$ cat src/rtl/stream_transpose_pkg.sv
// Shared types and defaults for the ping-pong block transposer.
package stream_transpose_pkg;

   localparam int unsigned N_DEFAULT          = 8;
   localparam int unsigned COEF_WIDTH_DEFAULT = 16;
   localparam int unsigned ID_WIDTH           = 4;
   localparam int unsigned DEST_WIDTH         = 4;
   localparam int unsigned USER_WIDTH         = 4;

   typedef logic [COEF_WIDTH_DEFAULT-1:0] coef_t;
   typedef coef_t [N_DEFAULT-1:0]         row_t;
   typedef row_t [N_DEFAULT-1:0]          block_t;

   // Per-bank state captured with the first row of a block.
   typedef struct packed {
      logic                  mode;
      logic [ID_WIDTH-1:0]   id;
      logic [DEST_WIDTH-1:0] dest;
      logic [USER_WIDTH-1:0] user;
   } bank_meta_t;

endpackage

$ cat src/rtl/transpose_bank.sv
// One N x N coefficient array: row write port, read port returning row or column b.
module transpose_bank #(
   parameter int unsigned N          = 8,
   parameter int unsigned COEF_WIDTH = 16,
   localparam int unsigned AW        = $clog2(N),
   localparam int unsigned W         = N * COEF_WIDTH
) (
   input  logic          clk,
   input  logic          wr_en,
   input  logic [AW-1:0] wr_row,
   input  logic [W-1:0]  wr_data,
   input  logic [AW-1:0] rd_beat,
   input  logic          rd_col,
   output logic [W-1:0]  rd_data
);

   logic [W-1:0] mem [N];

   // Storage is deliberately not reset; the full flags gate every read.
   always_ff @(posedge clk) begin
      if (wr_en) begin
         mem[wr_row] <= wr_data;
      end
   end

   always_comb begin
      rd_data = '0;
      if (rd_col) begin
         for (int r = 0; r < N; r++) begin
            rd_data[r*COEF_WIDTH +: COEF_WIDTH] = mem[r][rd_beat*COEF_WIDTH +: COEF_WIDTH];
         end
      end else begin
         rd_data = mem[rd_beat];
      end
   end

endmodule

$ cat src/rtl/stream_transpose_pp.sv
// Streaming N x N block transposer with two ping-pong banks between row and column passes.
module stream_transpose_pp
   import stream_transpose_pkg::*;
#(
   parameter int unsigned N          = N_DEFAULT,
   parameter int unsigned COEF_WIDTH = COEF_WIDTH_DEFAULT,
   localparam int unsigned W         = N * COEF_WIDTH,
   localparam int unsigned KW        = W / 8,
   localparam int unsigned AW        = $clog2(N)
) (
   input  logic                  aclk,
   input  logic                  areset,
   input  logic                  transpose_en,
   output logic                  err_o,
   // row input
   input  logic                  in_t_valid,
   output logic                  in_t_ready,
   input  logic [W-1:0]          in_t_data,
   input  logic                  in_t_last,
   input  logic [KW-1:0]         in_t_keep,
   input  logic [KW-1:0]         in_t_strb,
   input  logic [ID_WIDTH-1:0]   in_t_id,
   input  logic [DEST_WIDTH-1:0] in_t_dest,
   input  logic [USER_WIDTH-1:0] in_t_user,
   // column / row output
   output logic                  out_t_valid,
   input  logic                  out_t_ready,
   output logic [W-1:0]          out_t_data,
   output logic                  out_t_last,
   output logic [KW-1:0]         out_t_keep,
   output logic [KW-1:0]         out_t_strb,
   output logic [ID_WIDTH-1:0]   out_t_id,
   output logic [DEST_WIDTH-1:0] out_t_dest,
   output logic [USER_WIDTH-1:0] out_t_user
);

   logic [1:0]          full_q, full_d;
   logic                wr_sel_q, wr_sel_d;
   logic                rd_sel_q, rd_sel_d;
   logic [AW-1:0]       wr_row_q, wr_row_d;
   logic [AW-1:0]       rd_beat_q, rd_beat_d;
   logic                err_q, err_d;
   bank_meta_t [1:0]    meta_q, meta_d;

   logic                accept, out_hs, wr_last, rd_last;
   logic [W-1:0]        bank_rd [2];

   logic                unused_in;
   assign unused_in = ^{in_t_keep, in_t_strb};

   assign in_t_ready  = !full_q[wr_sel_q];
   assign accept      = in_t_valid && in_t_ready;
   assign out_t_valid = full_q[rd_sel_q];
   assign out_hs      = out_t_valid && out_t_ready;
   assign wr_last     = (wr_row_q == AW'(N - 1));
   assign rd_last     = (rd_beat_q == AW'(N - 1));

   always_comb begin
      full_d    = full_q;
      wr_sel_d  = wr_sel_q;
      rd_sel_d  = rd_sel_q;
      wr_row_d  = wr_row_q;
      rd_beat_d = rd_beat_q;
      err_d     = err_q;
      meta_d    = meta_q;

      if (accept) begin
         if (wr_row_q == '0) begin
            meta_d[wr_sel_q] = '{mode: transpose_en, id: in_t_id, dest: in_t_dest,
                                 user: in_t_user};
         end
         // Framing is by beat count; a misplaced t_last only flags the error.
         if (in_t_last != wr_last) begin
            err_d = 1'b1;
         end
         // N is a power of two, so the increment wraps to 0 after row N-1.
         wr_row_d = wr_row_q + 1'b1;
         if (wr_last) begin
            full_d[wr_sel_q] = 1'b1;
            wr_sel_d         = ~wr_sel_q;
         end
      end

      // Write and read of the same bank never coincide: one needs it empty, the other full.
      if (out_hs) begin
         rd_beat_d = rd_beat_q + 1'b1;
         if (rd_last) begin
            full_d[rd_sel_q] = 1'b0;
            rd_sel_d         = ~rd_sel_q;
         end
      end
   end

   always_ff @(posedge aclk) begin
      if (areset) begin
         full_q    <= '0;
         wr_sel_q  <= 1'b0;
         rd_sel_q  <= 1'b0;
         wr_row_q  <= '0;
         rd_beat_q <= '0;
         err_q     <= 1'b0;
      end else begin
         full_q    <= full_d;
         wr_sel_q  <= wr_sel_d;
         rd_sel_q  <= rd_sel_d;
         wr_row_q  <= wr_row_d;
         rd_beat_q <= rd_beat_d;
         err_q     <= err_d;
      end
   end

   always_ff @(posedge aclk) begin
      meta_q <= meta_d;
   end

   for (genvar i = 0; i < 2; i++) begin : g_bank
      transpose_bank #(
         .N          (N),
         .COEF_WIDTH (COEF_WIDTH)
      ) u_bank (
         .clk     (aclk),
         .wr_en   (accept && (wr_sel_q == 1'(i))),
         .wr_row  (wr_row_q),
         .wr_data (in_t_data),
         .rd_beat (rd_beat_q),
         .rd_col  (meta_q[i].mode),
         .rd_data (bank_rd[i])
      );
   end

   assign out_t_data = bank_rd[rd_sel_q];
   assign out_t_last = rd_last;
   assign out_t_keep = '1;
   assign out_t_strb = '1;
   assign out_t_id   = meta_q[rd_sel_q].id;
   assign out_t_dest = meta_q[rd_sel_q].dest;
   assign out_t_user = meta_q[rd_sel_q].user;
   assign err_o      = err_q;

endmodule

$ cat config.mk
export PLATFORM = sky130hd
export DESIGN_NAME = stream_transpose_pp
export DESIGN_NICKNAME = d
export VERILOG_FILES = /design/src/rtl/stream_transpose_pkg.sv /design/src/rtl/transpose_bank.sv /design/src/rtl/stream_transpose_pp.sv
export SDC_FILE = /design/constraint.sdc
export NUM_CORES = 2
export LEC_CHECK = 0
export CAP_MARGIN = 40
export CORE_MARGIN = 2
export CORE_UTILIZATION = 60
export DETAILED_ROUTE_END_ITERATION = 8
export GPL_ROUTABILITY_DRIVEN = 0
export PLACE_DENSITY = 0.82
export SYNTH_ARGS = -nofsm -noshare
export SYNTH_HDL_FRONTEND = slang
export SYNTH_HIERARCHICAL = 1
export SYNTH_SLANG_ARGS = --single-unit
export TNS_END_PERCENT = 1
$ cat constraint.sdc
create_clock -name aclk -period 15 [get_ports aclk]
set_clock_uncertainty 0.05 [all_clocks]
set_input_delay 2.25 -clock aclk [delete_from_list [all_inputs] [get_ports aclk]]
set_output_delay 2.25 -clock aclk [all_outputs]
set_load 0.005 [all_outputs]
==> impl_metrics.toml <==
[run_status]
status = "finished, final reports clean"

[place]
dpl-instance-area_mm2 = 0.101
hpwl_um = 169000
port_buffers = 289
place_inst = 6210

[synthesis]
synth-seq-cells = 2085
synth_edf_count = 2074
synth_top_family_by_area = "multiplexers"
synth_top_area_share_pct = 65.2
synth_compound_area_share_pct = 0.770
yosysSeqAreaShare_pct = 65.4
synthMuxAreaShare_pct = 31.2
synth_common_cells = "edfxtp_1 (2,074), mux4_2 (1,230), mux2_2 (146), buf_4 (114), clkbuf_1 (86)"
synthArstFlopShare_pct = 0
yosys.area.top_type = "edfxtp_1"
ys_warn_count = 6
synthesis.area_mm2 = 0.0956
synth-main-ff-cell = "edfxtp_1"
synth-simple-area-share_pct = 0.449
synthAdderAreaFrac_pct = 0.0655
synth_xor_area_share_pct = 0.00916
yosysMostFrequentCell = "edfxtp_1"
synth_cell_types = 48
synth_cells = 4060
syn_avg_cell_area_um2 = 23.5
synth_area_leaders = "edfxtp_1 (65%), mux4_2 (29%), mux2_2 (1.7%), buf_4 (0.90%), mux2i_1 (0.43%)"

[cts]
clock_latency_ns = 0.83
cts_sinks = 2085
cts_buffers = 201
cts_buffer_depth = 3
cts-root-buf = "clkbuf_16"
htreeDepth = 4
cts_setup_buffers = 0
cts.clk_slew.worst_paths_ns = 0.06
cts_tree = "yes"
hold_buffers = 0
cts_resized = 0

[layout]
drive_above_1_share_pct = 39.5
nets = 4525
multi_input_area_mm2 = 0.0313
stdcell_count = 6599
design_area_mm2 = 0.107
regArea_mm2 = 0.0625
syn_to_final_growth_pct = 12.1
fill_cells = 9168

[power_and_ir_drop]
p_sw_share_pct = 21.1
peakVddDrop_uv = 97.3
total_power_uw = 11900
p_comb_share_pct = 4.3
pwr-share-clk_pct = 41.2
pwr-share-seq_pct = 54.6
power.net_switching_uw = 2520
p_per_area_mw_per_mm2 = 112
p_leak_uw = 0.0313
p_int_uw = 9430

[drt]
viasPerCell = 7.60
dr.first_iter.drc_count = 8623
postRouteAntennaNets = 0
routed_wl_um = 271000
drc = 0
wire_per_inst_um = 41.1
routed-via-count = 50200
dr.pass1.iters = 5

[floorplanning]
dieHeight_um = 403
ioPinCount = 354
design.die.area_mm2 = 0.162
fp.dieW_um = 403
rows = 146
fp.coreArea_mm2 = 0.158
initial_utilization_pct = 60.4

[min_path]
hp-start = "err_o"
holdPathStages = 2
hold_path.class = "register to register"
min_to = "err_o"

[global_routing]
grt_overflow = 0
grt_max_degree = 192
antenna_found_initial = 50
grt_pass1_wl_um = 388000
grt_pass1_vias = 50900
grt_usage_pct = 34.0

[timing]
slew_headroom_pct = 23.6
hold_viol_final = 0
max_slew.worst_pin.slew_ns = 1.15
post-route-min-period_ns = 8.45
finalSetupViolCount = 0
final.period_utilization_pct = 56.3
report.final.slew_viol_count = 0
tns_ns = 0
fmax_ghz = 0.118
rsz0062_at_grt = "false"

[setup_path]
crit_arrival_ns = 6.15
r2r_cells = 7
reg2reg_slack_ns = 11.19
path_max_fanout = 117
path_class = "register to primary output"
cp-start-kind = "register"
required_ns = 12.70
reg2reg_to = "g_bank[1].u_bank/mem[0][101]"
reg2reg_from = "wr_sel_q"
end_kind = "primary output"

[job]
maxCapViolations = 0
[cell type report]
class | instances | share of cell area, %
Clock inverter | 92 | 0.755
Sequential cell | 2085 | 58.4
Antenna cell | 29 | 0.0678
Clock buffer | 267 | 5.06
Multi-Input combinational cell | 1652 | 29.2
Inverter | 11 | 0.0526
Tap cell | 2072 | 2.42
Timing Repair Buffer | 391 | 4.08
[layout by cell type (no fill, tap or decap), types with 4 or more instances in the layout]
cell / n
nor2_4: 12
buf_4: 59
a21oi_1: 20
o221ai_1: 10
o32ai_1: 4
o211ai_1: 4
buf_12: 18
clkbuf_16: 207
diode_2: 29
clkinv_2: 32
dfxtp_1: 7
a21boi_0: 6
clkdlybuf4s50_1: 289
o21ai_0: 36
dfxtp_4: 4
ha_1: 5
inv_1: 9
nor2_1: 11
nand2b_1: 13
or2_2: 4
mux2i_1: 41
mux2_2: 146
bufinv_16: 13
inv_6: 5
conb_1: 32
buf_16: 24
mux4_2: 1230
nand3_1: 4
edfxtp_1: 2074
clkbuf_1: 59
nor3_2: 4
and3_1: 6
clkinv_1: 35
nand2_1: 15
a22oi_1: 20
a31oi_1: 4
[worst max-delay path by stage]
| stage | start | cells past startpoint | end | slack (ns) |
|---|---|---|---|---|
| CTS | rd_beat_q[0] | 8 | out_t_data[99] | 6.43 |
| floorplan | in_t_valid | 4 | g_bank[0].u_bank/mem[0][0] | 2.76 |
| global placement | rd_beat_q[0] | 7 | out_t_data[119] | 7.15 |
| detailed placement | rd_beat_q[0] | 8 | out_t_data[99] | 7.38 |
| finish | rd_beat_q[0] | 8 | out_t_data[103] | 6.55 |
| global route | rd_beat_q[0] | 8 | out_t_data[103] | 6.13 |
[power by group through the flow]
stage | Combinational, uW | Clock [uW] | Sequential, uW
2_1_floorplan | 173 | 0 | 6630
3_3_place_gp | 479 | 0 | 6630
3_5_place_dp | 495 | 0 | 6630
4_1_cts | 503 | 4950 | 6510
5_1_grt | 526 | 5150 | 6520
6_report | 508 | 4920 | 6520
[critical path, cell delays in order, from the launching register on]
cell and delay [ns]:
dfxtp_4 0.81, buf_12 0.59, buf_4 0.34, buf_16 0.31
buf_4 0.75, mux4_2 0.64, mux4_2 0.53, mux2_2 0.45
clkdlybuf4s50_1 0.52
[cell families (layout without fill, tap and decap cells)]
group	count (synthesis)	count (layout)
DFF	2085	2085
muxes	1418	1418
buffers and inverters	354	761
AOI/OAI and AO/OA	113	113
and+or+nand+nor	83	83
adders and majority gates	5	5
other	1	61
xor gates and xnor gates	1	1
[registers in the layout, summed over array words and instances, names as in the netlist]
| name | count |
|---|---|
| err_o | 1 |
| full_q | 2 |
| g_bank.u_bank/mem | 2048 |
| meta_q | 26 |
| rd_beat_q | 3 |
| rd_sel_q | 1 |
| wr_row_q | 3 |
| wr_sel_q | 1 |
[routing by layer]
| layer | global-route usage [%] | vias to the layer above | share of wire (%) |
|---|---|---|---|
| met1 | 47.0 | 26600 | 33 |
| met2 | 52.4 | 4147 | 48 |
| met4 | 10.3 | 36 | 3.1 |
| met3 | 11.3 | 486 | 16 |
| met5 | 0 | - | 0.084 |
| li1 | - | 18800 | - |
[stage by stage]
step	hold slack, ns	utilization, %	worst slack, ns
finish	0.428	67.7	6.55
global route	0.493	67.7	6.13
CTS	0.430	67.6	6.43
detailed placement	0.412	63.7	7.38
global placement	0.411	63.2	7.15
floorplan	0.411	-	2.76
Power figures use the tool's default switching activity.
